`config.mk`:
```
export PLATFORM = sky130hd
export DESIGN_NAME = divider_sequencer
export DESIGN_NICKNAME = d
export VERILOG_FILES = /design/src/rtl/divider_pkg.sv /design/src/rtl/divider_step.sv /design/src/rtl/divider_sequencer.sv
export SDC_FILE = /design/constraint.sdc
export NUM_CORES = 1
export LEC_CHECK = 0
export CAP_MARGIN = 5
export CORE_UTILIZATION = 60
export DETAILED_ROUTE_END_ITERATION = 7
export PLACE_DENSITY = 0.81
export SLEW_MARGIN = 20
export SYNTH_ARGS = -nofsm -noshare
export SYNTH_HDL_FRONTEND = slang
export SYNTH_SLANG_ARGS = --single-unit
```
`constraint.sdc`:
```
create_clock -name clk -period 30.4 [get_ports clk]
set_input_delay 7.6 -clock clk [delete_from_list [all_inputs] [get_ports clk]]
set_output_delay 7.6 -clock clk [all_outputs]
set_load 0.01 [all_outputs]
```
`src/rtl/divider_pkg.sv`:
```
// divider_pkg: shared types and constants for the RV32M divide sequencer
package divider_pkg;
  localparam int XLEN = 32;
  localparam logic [31:0] INT_MIN = 32'h8000_0000;
  localparam logic [31:0] NEG_ONE = 32'hFFFF_FFFF;
  typedef enum logic [1:0] {DIV = 2'd0, DIVU = 2'd1, REM = 2'd2, REMU = 2'd3} div_op_e;
  typedef enum logic [1:0] {IDLE, BUSY, DONE} div_state_e;
  function automatic logic [31:0] abs32(input logic [31:0] v, input logic en);
    return (en && v[31]) ? -v : v;
  endfunction
endpackage

```
`src/rtl/divider_step.sv`:
```
// divider_step: BITS_PER_CYCLE chained restoring-division steps, purely combinational
module divider_step #(
  parameter int BITS_PER_CYCLE = 4
) (
  input  logic [31:0] dvd,
  input  logic [31:0] rem,
  input  logic [31:0] q,
  input  logic [31:0] dvs,
  output logic [31:0] nd,
  output logic [31:0] nr,
  output logic [31:0] nq
);
  logic [32:0] t;
  logic ge;
  always_comb begin
    nd = dvd;
    nr = rem;
    nq = q;
    t = '0;
    ge = 1'b0;
    // compare on 33 bits so divisors above 2^31 never lose the shifted-out remainder bit
    for (int i = 0; i < BITS_PER_CYCLE; i++) begin
      t = {nr, nd[31]};
      nd = nd << 1;
      ge = t >= {1'b0, dvs};
      t = ge ? t - {1'b0, dvs} : t;
      nr = t[31:0];
      nq = {nq[30:0], ge};
    end
  end
endmodule

```
`src/rtl/divider_sequencer.sv`:
```
// divider_sequencer: multi-cycle RV32M DIV/DIVU/REM/REMU controller; DIV_FASTPATH_EN skips iteration for div-by-zero/overflow
module divider_sequencer
  import divider_pkg::*;
#(
  parameter int BITS_PER_CYCLE = 4,
  parameter int TAG_W = 5
) (
  input  logic             clk,
  input  logic             rst,
  input  logic             i_valid,
  output logic             o_ready,
  input  div_op_e          i_op,
  input  logic [31:0]      i_dividend,
  input  logic [31:0]      i_divisor,
  input  logic [TAG_W-1:0] i_tag,
  input  logic             i_flush,
  output logic             o_valid,
  input  logic             i_ready,
  output logic [31:0]      o_result,
  output logic [TAG_W-1:0] o_tag
);
  localparam int ITERS = XLEN / BITS_PER_CYCLE;
  div_state_e state, state_n;
  div_op_e op;
  logic [TAG_W-1:0] tag;
  logic [31:0] orig, dvd, dvs, rem, q, nd, nr, nq, qf, rf;
  logic [5:0] cnt;
  logic neg_q, neg_r, dz, ovf, acc, sgn, dz_in, ovf_in, fast, last;
  assign sgn = !i_op[0];
  assign dz_in = i_divisor == '0;
  assign ovf_in = sgn && i_dividend == INT_MIN && i_divisor == NEG_ONE;
  assign acc = i_valid && state == IDLE && !i_flush;
  assign last = cnt == 6'(ITERS - 1);
`ifdef DIV_FASTPATH_EN
  assign fast = dz_in || ovf_in;
`else
  assign fast = 1'b0;
`endif
  divider_step #(.BITS_PER_CYCLE(BITS_PER_CYCLE)) u_step (
    .dvd(dvd), .rem(rem), .q(q), .dvs(dvs), .nd(nd), .nr(nr), .nq(nq)
  );
  always_ff @(posedge clk) begin
    if (rst) state <= IDLE;
    else state <= state_n;
  end
  always_comb begin
    o_ready = state == IDLE;
    o_valid = state == DONE;
    state_n = i_flush ? IDLE
            : state == IDLE ? (acc ? (fast ? DONE : BUSY) : IDLE)
            : state == BUSY ? (last ? DONE : BUSY)
            : (i_ready ? IDLE : DONE);
  end
  always_ff @(posedge clk) begin
    if (rst) begin
      op <= DIV;
      tag <= '0;
      orig <= '0;
      dvd <= '0;
      dvs <= '0;
      rem <= '0;
      q <= '0;
      cnt <= '0;
      neg_q <= 1'b0;
      neg_r <= 1'b0;
      dz <= 1'b0;
      ovf <= 1'b0;
    end else if (acc) begin
      op <= i_op;
      tag <= i_tag;
      orig <= i_dividend;
      dvd <= abs32(i_dividend, sgn);
      dvs <= abs32(i_divisor, sgn);
      neg_q <= sgn && (i_dividend[31] ^ i_divisor[31]);
      neg_r <= sgn && i_dividend[31];
      dz <= dz_in;
      ovf <= ovf_in;
      rem <= '0;
      q <= '0;
      cnt <= '0;
    end else if (state == BUSY) begin
      dvd <= nd;
      rem <= nr;
      q <= nq;
      cnt <= cnt + 6'd1;
    end
  end
  // special cases override whatever the iteration left behind, so the fast path needs no steps
  assign qf = dz ? NEG_ONE : ovf ? INT_MIN : neg_q ? -q : q;
  assign rf = dz ? orig : ovf ? '0 : neg_r ? -rem : rem;
  assign o_result = op[1] ? rf : qf;
  assign o_tag = tag;
endmodule

```
==> qor.yml <==
maxCapViolations: 0
netlist_area_um2: 17600
gp_congestion: 1.08
clock-sinks: 178
synth_top_cell_by_area: "dfxtp_1"
cp_slowest_cell: "nand2_2"
critical-path-max-stage-delay_ns: 0.58
clock_latency_ns: 0.47
reg2reg_to: "rem[5]"
grt_pass1_wl_um: 94100
numCtsBuffers: 17
cts_root_buffer: "clkbuf_16"
fmax_mhz: 74.4
synth_ff_type: "dfxtp_1"
route.detailed.drc: 0
postSynthCellCount: 2425
die_height_um: 174
cts_max_path_buffers: 2
slew_headroom_pct: 29.8
layout-drive-gt1-share_pct: 5.34
vias_per_cell: 6.55
routed-via-count: 18600
cp.required_ns: 30.73
setup-tns-final_ns: 0
drt-pass1-iter-count: 6
core_um2: 28900
antenna_left: 0
tightest_slew_ns: 1.05
row_count: 62
reg2reg_depth: 44
wl_per_cell_um: 21.4
grt_max_degree: 92
synth_area_leaders: "dfxtp_1, ha_1, a21oi_1, nand2_1, xnor2_1"
grt_overflow: 0
drv_slew: 0
cts_hold_buf: 0
timing_worst_setup_path_type: "reg2reg"
crit_arrival_ns: 13.76
period_share_pct: 44.2
hold_viol_final: 0
rr_startpoint: "dvs[17]"
drtIter0Drc: 1944
cp-end-kind: "flop"
grt.total_usage_pct: 39.8
synth_nets: 2639
dp_slack_ns: 17.37
fin_skew_ns: 0.0158
hpwl_um: 46500
h-tree-depth: 4
cp-start-kind: "flop"
fin_nets: 2655
syn_area_per_cell_um2: 7.28
routed_wl_um: 60700
yosysWarningCount: 0
antenna_found_initial: 4
synth_edf_count: 0
setup_ws_ns: 16.96
cts_resized: 0
rsz0062_at_grt: "no"
synthArstFlopShare_pct: 0
clkTransAtPathRegs_ns: 0.08
timing.critical_path.mode_cell: "ha_1"
hp-class: "reg2reg"
yosysMostFrequentCell: "nand2_1"
die_w_um: 174
die_area_um2: 30100
ys_seq_area_share_pct: 20.2
status: "completed"
min_period_ns: 13.44
endpoint: "rem[5]"
r2r_setup_slack_ns: 16.96
setup_viol: 0
synthTopCellsByCount: "nand2_1, a21oi_1, nor2_1"
crit_fanout: 38
crit_start: "dvs[17]"
cts_setup_buffers: 0
cts_tree: "done"
synth_seq_cells: 178
start_util_pct: 61.2
synth_top_cell_area_share_pct: 20.2
ios: 115
port_buffers: 114
syn_to_final_growth_pct: 10.4
yosysUniqueCellTypes: 80
grt_pass1_vias: 17000
==> worst max-delay path: cells and delay by family (launching register included) <==
| kind | cells | cell delay, ns |
|---|---|---|
| adder cells (fa/ha/maj) | 4 | 1.58 |
| AND/OR/NAND/NOR | 14 | 4.01 |
| AO/OA/AOI/OAI | 18 | 4.37 |
| buffers and inverters | 4 | 1.24 |
| multiplexers | 4 | 1.61 |
| flip-flops | 1 | 0.37 |
==> worst min-delay path by stage <==
stage	startpoint	to	slack (ns)	cells after the start
5_1_grt	orig[12]	orig[12]	0.47	2
6_report	orig[12]	orig[12]	0.46	2
3_5_place_dp	orig[12]	orig[12]	0.44	2
4_1_cts	orig[12]	orig[12]	0.45	2
2_1_floorplan	dvs[26]	dvs[26]	0.43	2
3_3_place_gp	orig[12]	orig[12]	0.44	2
==> registers in the layout, summed over array words and instances, names as in the netlist <==
register  count
dvd          32
dvs          32
orig         32
q            32
rem          32
cnt           6
o_tag         5
state         2
dz            1
neg_q         1
neg_r         1
op            1
ovf           1
==> placed cells by master (no fill, tap or decap), types with 19 or more instances in the layout <==
cell type and instances:
nor4_1 20, o31ai_1 33, nand2_1 338, o21ai_0 177
nand4_1 30, or3_1 19, xor2_1 96, ha_1 134
a311oi_1 35, a21oi_1 279, inv_1 75, mux2i_1 37
nor2_1 213, nor3_1 38, o21bai_1 21, clkdlybuf4s50_1 113
mux2_2 52, o41ai_1 19, a21o_1 43, dfxtp_1 177
nand2b_1 24, xnor2_1 130, a211oi_1 42, nand3_1 40
==> layout make-up <==
type	count	area, um2
inverters	75	282
fillers	2560	9380
repair buffers	128	1240
clock buffers	17	425
clock inverters	15	203
flip-flops and latches	178	3560
multi-input cells	2041	13300
well taps	384	480
diodes	1	2.50
==> stage by stage <==
step | hold slack (ns) | instance area, um2 | utilization, % | cells
after detailed placement | 0.443 | 18800 | 65.3 | 2806
after floorplan | 0.432 | 17600 | - | 2425
after CTS | 0.454 | 19500 | 67.5 | 2838
final | 0.457 | 19500 | 67.5 | 2839
after global placement | 0.439 | 18800 | 65.3 | 2806
after global routing | 0.475 | 19500 | 67.5 | 2838
==> metal layers <==
metal	GRT usage (%)	vias to the layer above	routed length, um
met5	0	-	0
met4	20.4	0	3000
met3	9.12	177	5790
met2	61.7	971	26800
met1	51.5	8637	25000
li1	-	8800	-
==> kinds of logic (layout without fill, tap and decap cells) <==
| family | Yosys count | count (layout) | synth area share (%) |
|---|---|---|---|
| simple gates | 819 | 819 | 21.2 |
| compound gates | 769 | 769 | 27.3 |
| xor+xnor | 226 | 226 | 11.2 |
| buf+inv | 206 | 235 | 4.73 |
| flops | 178 | 178 | 20.2 |
| fa+ha+maj | 138 | 138 | 9.95 |
| mux | 89 | 89 | 5.42 |
| other cells | 0 | 1 | 0 |
Power is not shown: default switching activity piles up to over one toggle a cycle in this logic, so the estimate is an artifact.
